`src/rtl/stl_uart_tl_bridge.sv`:
```
// UART packet <-> TileLink-UH bridge: one single-beat A request per command
// packet, one 128-bit response packet per D beat, illegal command or timeout.
//
// Ports:
//   clk, reset                      clock, sync active-high reset
//   packet_valid/ready/data         128-bit command packet in
//   tl_response_valid/ready/data    128-bit response packet out
//   tl_a_*                          TileLink A channel (master side)
//   tl_d_*                          TileLink D channel (master side)
//   debug_state                     current FSM state
//
// Optional: define STL_BRIDGE_TIMEOUT_EN to bound the D wait by TIMEOUT_CYCLES.
module stl_uart_tl_bridge #(
  parameter int unsigned SOURCE_ID      = 0,
  parameter int unsigned SOURCE_W       = 4,
  parameter int unsigned TIMEOUT_CYCLES = 1000000
) (
  input  logic                clk,
  input  logic                reset,
  input  logic                packet_valid,
  output logic                packet_ready,
  input  logic [127:0]        packet_data,
  output logic                tl_response_valid,
  input  logic                tl_response_ready,
  output logic [127:0]        tl_response_data,
  output logic                tl_a_valid,
  input  logic                tl_a_ready,
  output logic [2:0]          tl_a_opcode,
  output logic [2:0]          tl_a_param,
  output logic [3:0]          tl_a_size,
  output logic [SOURCE_W-1:0] tl_a_source,
  output logic [31:0]         tl_a_address,
  output logic [7:0]          tl_a_mask,
  output logic [63:0]         tl_a_data,
  input  logic                tl_d_valid,
  output logic                tl_d_ready,
  input  logic [2:0]          tl_d_opcode,
  input  logic [3:0]          tl_d_size,
  input  logic [SOURCE_W-1:0] tl_d_source,
  input  logic                tl_d_denied,
  input  logic                tl_d_corrupt,
  input  logic [63:0]         tl_d_data,
  output logic [1:0]          debug_state
);

  typedef enum logic [1:0] {
    S_IDLE  = 2'd0,
    S_ISSUE = 2'd1,
    S_WAIT  = 2'd2,
    S_RESP  = 2'd3
  } state_t;

  state_t r_state;
  state_t w_next;

  logic [2:0]          r_op;
  logic [7:0]          r_size;
  logic [7:0]          r_mask;
  logic [31:0]         r_addr;
  logic [63:0]         r_data;
  logic [SOURCE_W-1:0] r_src;
  logic [127:0]        r_resp;

  logic w_legal;
  logic w_pkt_fire;
  logic w_a_fire;
  logic w_d_fire;
  logic w_timeout;
  logic w_mismatch;
  logic [7:0]  w_d_flags;
  logic [63:0] w_d_data;
  logic w_unused;

  // Legality is judged on the incoming bytes so the illegal
  // response can be built in the same cycle the packet is taken.
  assign w_legal = ((packet_data[7:0] == 8'd0) ||
                    (packet_data[7:0] == 8'd4)) &&
                   (packet_data[15:8] <= 8'd3);

  assign w_pkt_fire = packet_valid && packet_ready;
  assign w_a_fire   = tl_a_valid && tl_a_ready;
  // Only a beat taken in WAIT_D counts; stale beats are swallowed.
  assign w_d_fire   = tl_d_valid && tl_d_ready && (r_state == S_WAIT);

  assign w_mismatch = tl_d_source != SOURCE_W'(SOURCE_ID);
  assign w_d_flags  = {5'd0, w_mismatch, tl_d_corrupt, tl_d_denied};
  // AccessAck carries no payload; never echo bus garbage.
  assign w_d_data   = (tl_d_opcode == 3'd1) ? tl_d_data : 64'd0;

`ifdef STL_BRIDGE_TIMEOUT_EN
  logic [31:0] r_tmo;

  always_ff @(posedge clk) begin
    if (reset) begin
      r_tmo <= '0;
    end else if (w_a_fire) begin
      r_tmo <= '0;
    end else if (r_state == S_WAIT) begin
      r_tmo <= r_tmo + 32'd1;
    end
  end

  assign w_timeout = (r_state == S_WAIT) && !tl_d_valid &&
                     (r_tmo == 32'(TIMEOUT_CYCLES - 1));
  assign w_unused  = ^packet_data[31:24];
`else
  assign w_timeout = 1'b0;
  assign w_unused  = ^{packet_data[31:24], 32'(TIMEOUT_CYCLES)};
`endif

  always_ff @(posedge clk) begin
    if (reset) begin
      r_state <= S_IDLE;
    end else begin
      r_state <= w_next;
    end
  end

  always_comb begin
    w_next            = r_state;
    packet_ready      = 1'b0;
    tl_a_valid        = 1'b0;
    tl_d_ready        = 1'b0;
    tl_response_valid = 1'b0;
    unique case (r_state)
      S_IDLE: begin
        packet_ready = 1'b1;
`ifdef STL_BRIDGE_TIMEOUT_EN
        // Drain a D beat that arrives after its request timed out.
        tl_d_ready   = 1'b1;
`endif
        if (packet_valid) begin
          w_next = w_legal ? S_ISSUE : S_RESP;
        end
      end
      S_ISSUE: begin
        tl_a_valid = 1'b1;
        if (tl_a_ready) begin
          w_next = S_WAIT;
        end
      end
      S_WAIT: begin
        tl_d_ready = 1'b1;
        if (tl_d_valid || w_timeout) begin
          w_next = S_RESP;
        end
      end
      S_RESP: begin
        tl_response_valid = 1'b1;
        if (tl_response_ready) begin
          w_next = S_IDLE;
        end
      end
      default: w_next = S_IDLE;
    endcase
  end

  always_ff @(posedge clk) begin
    if (reset) begin
      r_op   <= '0;
      r_size <= '0;
      r_mask <= '0;
      r_addr <= '0;
      r_data <= '0;
      r_src  <= '0;
      r_resp <= '0;
    end else begin
      if (w_pkt_fire) begin
        r_op   <= packet_data[2:0];
        r_size <= packet_data[15:8];
        r_mask <= packet_data[23:16];
        r_addr <= packet_data[63:32];
        r_data <= packet_data[127:64];
        r_src  <= SOURCE_W'(SOURCE_ID);
        if (!w_legal) begin
          r_resp <= {64'd0, packet_data[63:32], 8'd0,
                     8'h08, packet_data[15:8], 8'd0};
        end
      end
      if (w_d_fire) begin
        r_resp <= {w_d_data, r_addr, 8'(tl_d_source),
                   w_d_flags, 8'(tl_d_size), 8'(tl_d_opcode)};
      end else if (w_timeout) begin
        r_resp <= {64'd0, r_addr, 8'd0, 8'h10, 8'd0, 8'd0};
      end
    end
  end

  assign tl_a_opcode      = r_op;
  assign tl_a_param       = 3'd0;
  assign tl_a_size        = r_size[3:0];
  assign tl_a_source      = r_src;
  assign tl_a_address     = r_addr;
  assign tl_a_mask        = r_mask;
  assign tl_a_data        = r_data;
  assign tl_response_data = r_resp;
  assign debug_state      = r_state;

endmodule

```
`config.mk`:
```
export PLATFORM = sky130hd
export DESIGN_NAME = stl_uart_tl_bridge
export DESIGN_NICKNAME = d
export VERILOG_FILES = /design/src/rtl/stl_uart_tl_bridge.sv
export SDC_FILE = /design/constraint.sdc
export NUM_CORES = 1
export LEC_CHECK = 0
export ABC_CLOCK_PERIOD_IN_PS = 1750
export BUFFER_PORTS_ARGS = -buffer_cell sky130_fd_sc_hd__buf_2
export CAP_MARGIN = 0
export CELL_PAD_IN_SITES_DETAIL_PLACEMENT = 0
export CELL_PAD_IN_SITES_GLOBAL_PLACEMENT = 2
export CORE_UTILIZATION = 21
export CTS_CLUSTER_SIZE = 24
export DETAILED_ROUTE_END_ITERATION = 6
export GPL_ROUTABILITY_DRIVEN = 1
export PLACE_DENSITY_LB_ADDON = 0.1
export SYNTH_ARGS = -nofsm -noshare
export SYNTH_HDL_FRONTEND = slang
export SYNTH_SLANG_ARGS = --single-unit
```
`constraint.sdc`:
```
create_clock -name clk -period 1.75 [get_ports clk]
set_input_delay 0.175 -clock clk [delete_from_list [all_inputs] [get_ports clk]]
set_output_delay 0.175 -clock clk [all_outputs]
set_load 0.1 [all_outputs]
```
==> results of run 1 <==
==> cell usage in the layout (no fill, tap or decap), types with 3 or more instances in the layout <==
| cell type | Yosys | final |
|---|---|---|
| a31oi_1 | 36 | 36 |
| clkbuf_8 | 0 | 5 |
| conb_1 | 1 | 20 |
| dlygate4sd3_1 | 0 | 193 |
| nand2_1 | 229 | 227 |
| o21ai_0 | 40 | 40 |
| buf_2 | 26 | 429 |
| clkbuf_1 | 49 | 8 |
| buf_12 | 0 | 19 |
| dfxtp_1 | 228 | 226 |
| clkinv_2 | 0 | 5 |
| a21oi_1 | 118 | 118 |
| a22o_1 | 73 | 73 |
| diode_2 | 0 | 6 |
| a211oi_1 | 34 | 34 |
| nand2b_1 | 4 | 4 |
| buf_4 | 20 | 24 |
| inv_1 | 5 | 3 |
| buf_6 | 0 | 3 |
| nor2_1 | 37 | 37 |
| clkbuf_16 | 0 | 33 |
==> state kept, by name, summed over array words and instances (netlist names) <==
register,cells
tl_a_opcode,3
tl_a_mask,8
r_size,4
tl_response_data,115
tl_a_address,32
debug_state,2
tl_a_data,64
==> stage by stage <==
step,std cells,util
2_1_floorplan,948,-
3_3_place_gp,1842,0.292
3_5_place_dp,1842,0.292
4_1_cts,2086,0.366
5_1_grt,2092,0.369
6_report,2094,0.369
==> worst register-to-register path, stage by stage, from the launching register on <==
cell and delay (ps):
dfxtp_4 370, inv_2 80, ha_4 150, and2_4 290, a21oi_4 110, buf_12 160, buf_12 150, a22o_1 240
==> worst max path at each step <==
stage | startpoint | end | depth (start not counted)
5_1_grt | debug_state[1] | tl_response_data[43] | 6
3_5_place_dp | packet_data[5] | tl_response_data[113] | 8
3_3_place_gp | packet_data[5] | tl_response_data[116] | 8
4_1_cts | debug_state[1] | tl_a_valid | 3
6_report | debug_state[1] | tl_response_data[69] | 7
2_1_floorplan | debug_state[1] | tl_response_data[100] | 7
==> layer usage <==
layer	track usage	share of wire
met3	0.0525	0.077
met2	0.303	0.50
met1	0.198	0.40
met4	0.0464	0.023
met5	0	0.00027
==> power by group through the flow <==
stage | Clock, mW | Sequential, mW | Combinational, mW
detailed placement | 0 | 6.47 | 10.7
global route | 6.21 | 6.46 | 11.7
CTS | 5.99 | 6.37 | 11.1
global placement | 0 | 6.45 | 10.7
finish | 5.78 | 6.35 | 11.1
floorplan | 0 | 11.7 | 3.03
==> what timing repair did <==
action / CTS / global route
pin swaps: 0 / 3
setup endpoints to repair: 3 / 20
cloned: 0 / 2
hold buffers: 193 / 0
setup buffers: 0 / 0
gates resized for setup: 3 / 5
hold endpoints to repair: 225 / 0
==> kinds of logic (layout without fill, tap and decap cells) <==
kind of cell               after synthesis  count (layout)  synth area share
DFF                                    228             228             0.556
AOI/OAI and AO/OA                      309             309             0.241
other                                    1              26          0.000457
buffers and inverters                  105             727            0.0613
and+or+nand+nor                        282             282             0.135
adders and majority gates                4               4           0.00610
==> cell type report <==
type / count / area, sq um
fill: 4136 / 24300
clock buffer: 44 / 875
tap: 518 / 648
clock inverter: 7 / 41.3
antenna: 6 / 15.0
inverter: 5 / 21.3
sequential: 228 / 4570
multi-input combinational: 615 / 3290
timing repair buffer: 671 / 4750
==> metrics.txt, run 1 <==
total core area=38600 sq um; overall routed net length=36.7 mm; number of buffers inserted by port buffering=approximately 430; row count=72; required time of the critical path=between 2000 and 2500 ps; setup repair after global routing missed its margin=true; synthesized instance count=just over 900; cell with the biggest individual delay on the critical path=dfxtp_4; Via Count=about 9000; final design instance area without fill=between 10000 and 15000 sq um; die extent in y=approximately 200 microns; Power Dens Cells=1640 nW/um^2; Psw=11.4 mW; part of the Yosys area used for sequential elements=0.556; final hold violation count=0; share of synthesized registers carrying an async set or reset=0; final period demand of the worst path=~1700 ps; clock slew seen by the registers of the worst setup and hold paths=around 60 ps; ranking of synthesized cells by area=dfxtp_1 56%, nand2_1 10%, a22o_1 7.8%; residual overflow from global routing=0; P_leak=between 6 and 7 nW; capture point of the worst reg-to-reg path=tl_response_data[69]; commonest cells in the netlist=229 x nand2_1, 228 x dfxtp_1, 118 x a21oi_1; Critical Path Fanout Max=19; routability congestion estimate=between 0.7 and 0.8; initial antenna violation count=6; largest buffer count on any clock path=3; aggregate global-route resource usage=0.171; clock tree from TritonCTS=yes; full die area=39900 sq um; Max Clock Skew=around 14 ps; final hold slack=around 46 ps; CP most frequent cell=buf_12; number of synthesized register bits=approximately 230; most repeated cell in the gate-level netlist after synthesis=nand2_1; switching share of power=0.490; average wire length per cell after detail routing=17.5 microns; type of the tightest min-delay check=in -> reg; Max stage delay on crit path=roughly 370 ps; Reg2Reg Launch Point=debug_state[1]; sort of element at the start of the critical path=flop; I/O pin total=around 460; part of the total power dissipated in the clock network=0.249; placed instance area=~11000 sq um; internal power contribution=11.9 mW; main flop type after synthesis=dfxtp_1; worst slew pin tran=651 ps; share of layout cells above drive strength 1=0.343; drt first-iter violations=roughly 240; Critical path buffers and inverters=3; proportion of power drawn by combinational gates=0.478; pin count of the biggest net entering global routing=61; vias per std cell=about 4.3; type of element capturing the critical path=flop; terminating pin of the worst hold path=tl_response_data[10]; synthesized cell area=between 8000 and 9000 sq um; vias in the first global route=about 8600; root buffer cell=clkbuf_16; number of enable flip-flop cells after synthesis=0; cell breakdown of the critical path=inv_2 > ha_4 > and2_4 > a21oi_4 > buf_12 > buf_12 > a22o_1; crit-path leading delay family=buffers and inverters; final-layout setup total negative slack=0 ps; HPWL Detailed=between 20 and 30 mm; Hold Crit Start=tl_d_valid; hold depth=3; first-pass GRT wire length=about 53 mm; number of distinct library cell variants in the gate-level netlist after synthesis=33; Synth top area share=0.556; result of the run=completed; H-tree lvl count=1; max-slew violation count=0; number of cells traversed by the worst register-to-register path=7; leading area contributor after synthesis=dfxtp_1; IR drop worst, VDD=roughly 0.63 mV; register share of total power=0.273; max-capacitance violation count=0; number of clock buffers inserted by TritonCTS=29; Max-slew headroom=0.563; ratio of final minimum period to clock period=0.953; die span in x=200 microns; critical path class=reg -> reg; starting density of the core=0.213; Nets=roughly 1800; PnR worst setup slack=82.8 ps; Max Clk Rate=600 MHz; register-to-register path setup slack=slightly above 80 ps; total DRC errors in the routed layout=0; antenna viol nets, final=0; number of warnings issued by yosys=0; clock insertion delay at the later pin of the skew report=560 ps; number of optimization iterations in the first detailed-route pass=4; setup slack after placement=-291 ps; post-synthesis area per instance=about 9 sq um; P&R area growth vs syn=73.2%; sinks on the clock net=approximately 230; data arrival at the endpoint of the critical path=roughly 2100 ps; setup violation total in the final timing report=0; Total Power=between 20 and 25 mW
No activity file was read; power rests on OpenSTA's default activity.
==> run 2: changes to the inputs <==
--- a/config.mk
+++ b/config.mk
@@ -6,13 +6,14 @@
 export NUM_CORES = 1
 export LEC_CHECK = 0
 export ABC_CLOCK_PERIOD_IN_PS = 1750
-export BUFFER_PORTS_ARGS = -buffer_cell sky130_fd_sc_hd__buf_2
 export CAP_MARGIN = 0
 export CELL_PAD_IN_SITES_DETAIL_PLACEMENT = 0
 export CELL_PAD_IN_SITES_GLOBAL_PLACEMENT = 2
-export CORE_UTILIZATION = 21
+export CORE_AREA = 2 2 179 181
 export CTS_CLUSTER_SIZE = 24
 export DETAILED_ROUTE_END_ITERATION = 6
+export DIE_AREA = 0 0 181 183
+export DONT_BUFFER_PORTS = 1
 export GPL_ROUTABILITY_DRIVEN = 1
 export PLACE_DENSITY_LB_ADDON = 0.1
 export SYNTH_ARGS = -nofsm -noshare
==> run 2 against run 1 <==
Effect of this change:
- the flow now finishes with violations (hold timing)
- sequential share of layout area grew 2.9 points
- die area shrank 17%
- critical path depth shrank 4
- power shrank 0.83%
- first-iteration DRC count grew 77%
- via count shrank 9.4%
- sequential cell count is the same
- clock-buffer cell count shrank 5
==> metrics.txt, run 2 (synthesized netlist as in run 1, its figures left out) <==
aggregate global-route resource usage=0.177; cell with the biggest individual delay on the critical path=dfxtp_4; failing checks=hold timing; root buffer cell=clkbuf_16; residual overflow from global routing=0; first-pass GRT wire length=roughly 46 mm; max-slew violation count=0; worst slew pin tran=between 500 and 600 ps; type of the tightest min-delay check=in -> reg; most used cells in the layout excluding fill and tap cells=242 x buf_4, 227 x nand2_1, 226 x dfxtp_1; IR drop worst, VDD=roughly 0.75 mV; average wire length per cell after detail routing=about 19 microns; Max-slew headroom=0.644; number of clock buffers inserted by TritonCTS=28; initial antenna violation count=3; row count=65; drt first-iter violations=~420; number of optimization iterations in the first detailed-route pass=5; Via Count=8167; P&R area growth vs syn=58.9%; critical path class=reg -> out; Max Clock Skew=about 17 ps; max-capacitance violation count=0; vias per std cell=about 4.7; clock insertion delay at the later pin of the skew report=around 530 ps; setup slack after placement=-96.3 ps; PnR worst setup slack=71.6 ps; ratio of final minimum period to clock period=0.959; setup violation total in the final timing report=0; Max stage delay on crit path=370 ps; total DRC errors in the routed layout=0; vias in the first global route=7681; clock slew seen by the registers of the worst setup and hold paths=approximately 60 ps; largest buffer count on any clock path=3; sort of element at the start of the critical path=flop; Critical Path Fanout Max=3; HPWL Detailed=21.3 mm; final hold violation count=150; die extent in y=between 150 and 200 microns; die span in x=around 180 microns; cell breakdown of the critical path=buf_12 > ha_2 > buf_8; type of element capturing the critical path=primary output; P_leak=5.46 nW; Max Clk Rate=slightly below 600 MHz; final cell count without fillers=approximately 1700; antenna viol nets, final=0; number of placed instances with taps included=about 1500; overall routed net length=about 32 mm; starting density of the core=0.263; H-tree lvl count=1; Nets=between 1500 and 2000; final period demand of the worst path=between 1500 and 2000 ps; clock tree from TritonCTS=yes; routability congestion estimate=between 0.8 and 0.9; data arrival at the endpoint of the critical path=approximately 1500 ps; sinks on the clock net=approximately 230; required time of the critical path=~1600 ps; result of the run=finished with violations; pin count of the biggest net entering global routing=153; Power Dens Cells=1770 nW/um^2; I/O pin total=around 460; number of buffers inserted by port buffering=0; fill count=about 3000; final hold slack=-284 ps; flip-flop count of the largest register, all copies and words added=roughly 120; total core area=31200 sq um; setup repair after global routing missed its margin=true; full die area=between 30000 and 40000 sq um; buffers inserted during post-CTS setup optimization=0; share of layout cells above drive strength 1=0.241; most common library cell in the layout ignoring fill and taps=buf_4
## run 2: changes by cell type in the layout (fill, tap and decap cells not counted), moves of 2 or more
cell           change
clkbuf_1           -3
bufinv_16          +3
buf_12             -9
clkbuf_16          -3
clkinv_4           +3
buf_6              -3
dlygate4sd3_1     -32
buf_4            +218
buf_8              +2
buf_2            -429
clkinv_2           -2
diode_2            -3
## run 2: what timing repair did
action,in CTS,in global routing
resized for setup,7,2
hold endpoints to repair,227,150
endpoints found under the setup margin,2,58
hold buffers,78,83
pin swaps,0,0
## run 2: worst paths after layout
| kind | depth (start not counted) | slack (ps) | start | endpoint |
|---|---|---|---|---|
| setup / recovery | 3 | 70 | debug_state[0] | tl_a_valid |
| hold / removal | 1 | -280 | reset | tl_a_address[2] |
| setup reg to reg | 7 | 90 | debug_state[0] | tl_response_data[92] |
| hold reg to reg | 2 | 450 | tl_response_data[19] | tl_response_data[19] |
## run 2: metrics by stage
step                setup TNS (ps)  hold WS (ps)  power (mW)  utilization  cell area (sq um)
floorplan                   -16980           300        14.7            -               8470
global placement             -1130           257        16.7        0.333              10400
detailed placement           -3210           258        16.9        0.333              10400
CTS                              0          -330        23.2        0.390              12200
global route                  -268          -326        24.1        0.418              13000
finish                           0          -284        23.1        0.418              13000
## run 2: routing by layer
layer / vias up / wire length, microns / GRT usage
met1: 3855 / 12100 / 0.195
met5: - / 0 / 0
li1: 3920 / - / -
met3: 48 / 3120 / 0.0729
met4: 0 / 913 / 0.0579
met2: 344 / 16100 / 0.311
## run 2: layout make-up
cell class / count / area, sq um / area share
tap: 402 / 503 / 0.0386
multi-input combinational: 615 / 3280 / 0.251
inverter: 5 / 21.3 / 0.00163
clock inverter: 12 / 153 / 0.0117
timing repair buffer: 416 / 3690 / 0.283
antenna: 3 / 7.51 / 0.000576
sequential: 228 / 4570 / 0.351
clock buffer: 39 / 825 / 0.0632
## run 2: report_power, final
part	leakage (nW)	internal (mW)	switching, mW
Sequential	1.86	5.95	0.338
Combinational	3.12	2.38	8.40
Clock	0.476	3.73	2.27
## run 2: worst max-delay path: cells and delay by family (launching register included)
kind                     cells  cell delay [ps]
adder cells (fa/ha/maj)      1              220
buffers and inverters        2              390
flip-flops                   1              370
==> run 3: changes to the inputs <==
--- a/config.mk
+++ b/config.mk
@@ -15,7 +15,9 @@
 export DIE_AREA = 0 0 181 183
 export DONT_BUFFER_PORTS = 1
 export GPL_ROUTABILITY_DRIVEN = 1
+export HOLD_SLACK_MARGIN = 0.1
 export PLACE_DENSITY_LB_ADDON = 0.1
 export SYNTH_ARGS = -nofsm -noshare
 export SYNTH_HDL_FRONTEND = slang
 export SYNTH_SLANG_ARGS = --single-unit
+export TNS_END_PERCENT = 30
==> run 3 against run 2 <==
Effect of this change:
- register-to-register slack better by 30 ps
- the run still ends with hold timing left
- sequential share of layout area up 2.0 points
- cell area down 5.4%
- clock power decreased by 11%
- worst setup slack worse by 6.6 ps
- sequential power barely moved
- first-iteration DRC count down 24%
==> metrics.txt, run 3 (synthesized netlist as in run 1, its figures left out) <==
sort of element at the start of the critical path=flop; P&R area growth vs syn=50.4%; starting density of the core=0.263; GR Util met1=0.188; final-layout setup total negative slack=0 ps; Nets=around 1500; final cell count without fillers=1662; data arrival at the endpoint of the critical path=roughly 1500 ps; vias in the first global route=7705; flip-flop count of the largest register, all copies and words added=115; H-tree lvl count=1; worst setup path startpoint=debug_state[0]; critical path class=reg -> out; initial antenna violation count=3; overall routed net length=roughly 32 mm; max-capacitance violation count=0; vias per std cell=~4.8; HPWL Detailed=between 20 and 25 mm; setup repair after global routing missed its margin=true; root buffer cell=clkbuf_16; number of clock buffers inserted by TritonCTS=27; final hold slack=-277 ps; P_leak=roughly 5.2 nW; IR drop worst, VDD=0.970 mV; Critical Path Fanout Max=6; number of buffers inserted by port buffering=0; total core area=roughly 31000 sq um; Max Clock Skew=11.9 ps; number of optimization iterations in the first detailed-route pass=5; routability congestion estimate=0.808; I/O pin total=around 460; ratio of final minimum period to clock period=0.963; fill count=about 3100; result of the run=finished with violations; met3 Use GR=0.0679; type of element capturing the critical path=primary output; die extent in y=183 microns; pin count of the biggest net entering global routing=around 150; antenna viol nets, final=0; sinks on the clock net=228; final hold violation count=149; met2 GRT Util=0.331; clock insertion delay at the later pin of the skew report=around 530 ps; Reg2Reg Launch Point=debug_state[1]; full die area=about 33000 sq um; final period demand of the worst path=~1700 ps; first-pass GRT wire length=46.7 mm; required time of the critical path=approximately 1600 ps; total DRC errors in the routed layout=0; largest buffer count on any clock path=3; busiest layer in global routing=met2; number of placed instances with taps included=approximately 1500; row count=65; most common library cell in the layout ignoring fill and taps=buf_4; most used cells in the layout excluding fill and tap cells=249 x buf_4, 227 x nand2_1, 226 x dfxtp_1; max-slew violation count=0; setup violation total in the final timing report=0; type of the tightest min-delay check=in -> reg; share of layout cells above drive strength 1=0.252; Via Count=around 8000; clock slew seen by the registers of the worst setup and hold paths=around 60 ps; die span in x=about 180 microns; Max Clk Rate=approximately 590 MHz; aggregate global-route resource usage=0.180; Power Dens Cells=~1800 nW/um^2; residual overflow from global routing=0; clock tree from TritonCTS=yes; drt first-iter violations=319; Hold Crit Start=reset; failing checks=hold timing; average wire length per cell after detail routing=approximately 19 microns
==> run 3: area by class of cell <==
class	count	area [sq um]	share of cell area
Antenna cell	2	5.00	0.000406
Clock buffer	45	825	0.0668
Clock inverter	4	23.8	0.00193
Inverter	5	18.8	0.00152
Multi-Input combinational cell	615	3270	0.265
Sequential cell	228	4570	0.370
Tap cell	402	503	0.0408
Timing Repair Buffer	361	3120	0.253
==> run 3: where the power goes <==
| group | total (mW) | internal, mW | switching (mW) |
|---|---|---|---|
| sequential | 6.28 | 5.95 | 0.325 |
| clock | 5.34 | 3.18 | 2.15 |
| combinational | 10.7 | 2.31 | 8.38 |
| total | 22.3 | 11.4 | 10.9 |
==> run 3: worst paths after layout <==
check                                            end  slack (ps)  cells after the start
worst max-delay path                    packet_ready          60                      4
worst min-delay path                tl_a_address[11]        -280                      1
worst max register to register  tl_response_data[57]         120                      7
worst min register to register  tl_response_data[19]         450                      2
==> run 3: critical path, stage by stage, from the launching register on <==
cell	delay, ps
dfxtp_4	350
inv_2	100
ha_4	140
buf_4	140
buf_6	230
==> run 3: metal layers <==
metal,share of wire,up-vias
li1,-,3808
met1,0.36,3766
met2,0.52,328
met3,0.096,58
met4,0.030,2
met5,0.00041,-
==> run 3: what timing repair did <==
item / CTS / global route
resized for setup: 1 / 1
setup endpoints to repair: 1 / 6
hold buffers: 77 / 22
hold endpoints to repair: 228 / 159
setup buffers: 0 / 0
==> run 3: metrics by stage <==
step	utilization	setup WS, ps	instance area (sq um)	hold WS [ps]	power [mW]
global placement	0.336	-93.2	10500	255	16.8
detailed placement	0.336	-138	10500	257	16.9
global route	0.395	-25.5	12300	-317	23.3
finish	0.395	65.0	12300	-277	22.3
CTS	0.388	18.0	12100	-317	22.5
floorplan	-	-137	8430	300	14.7
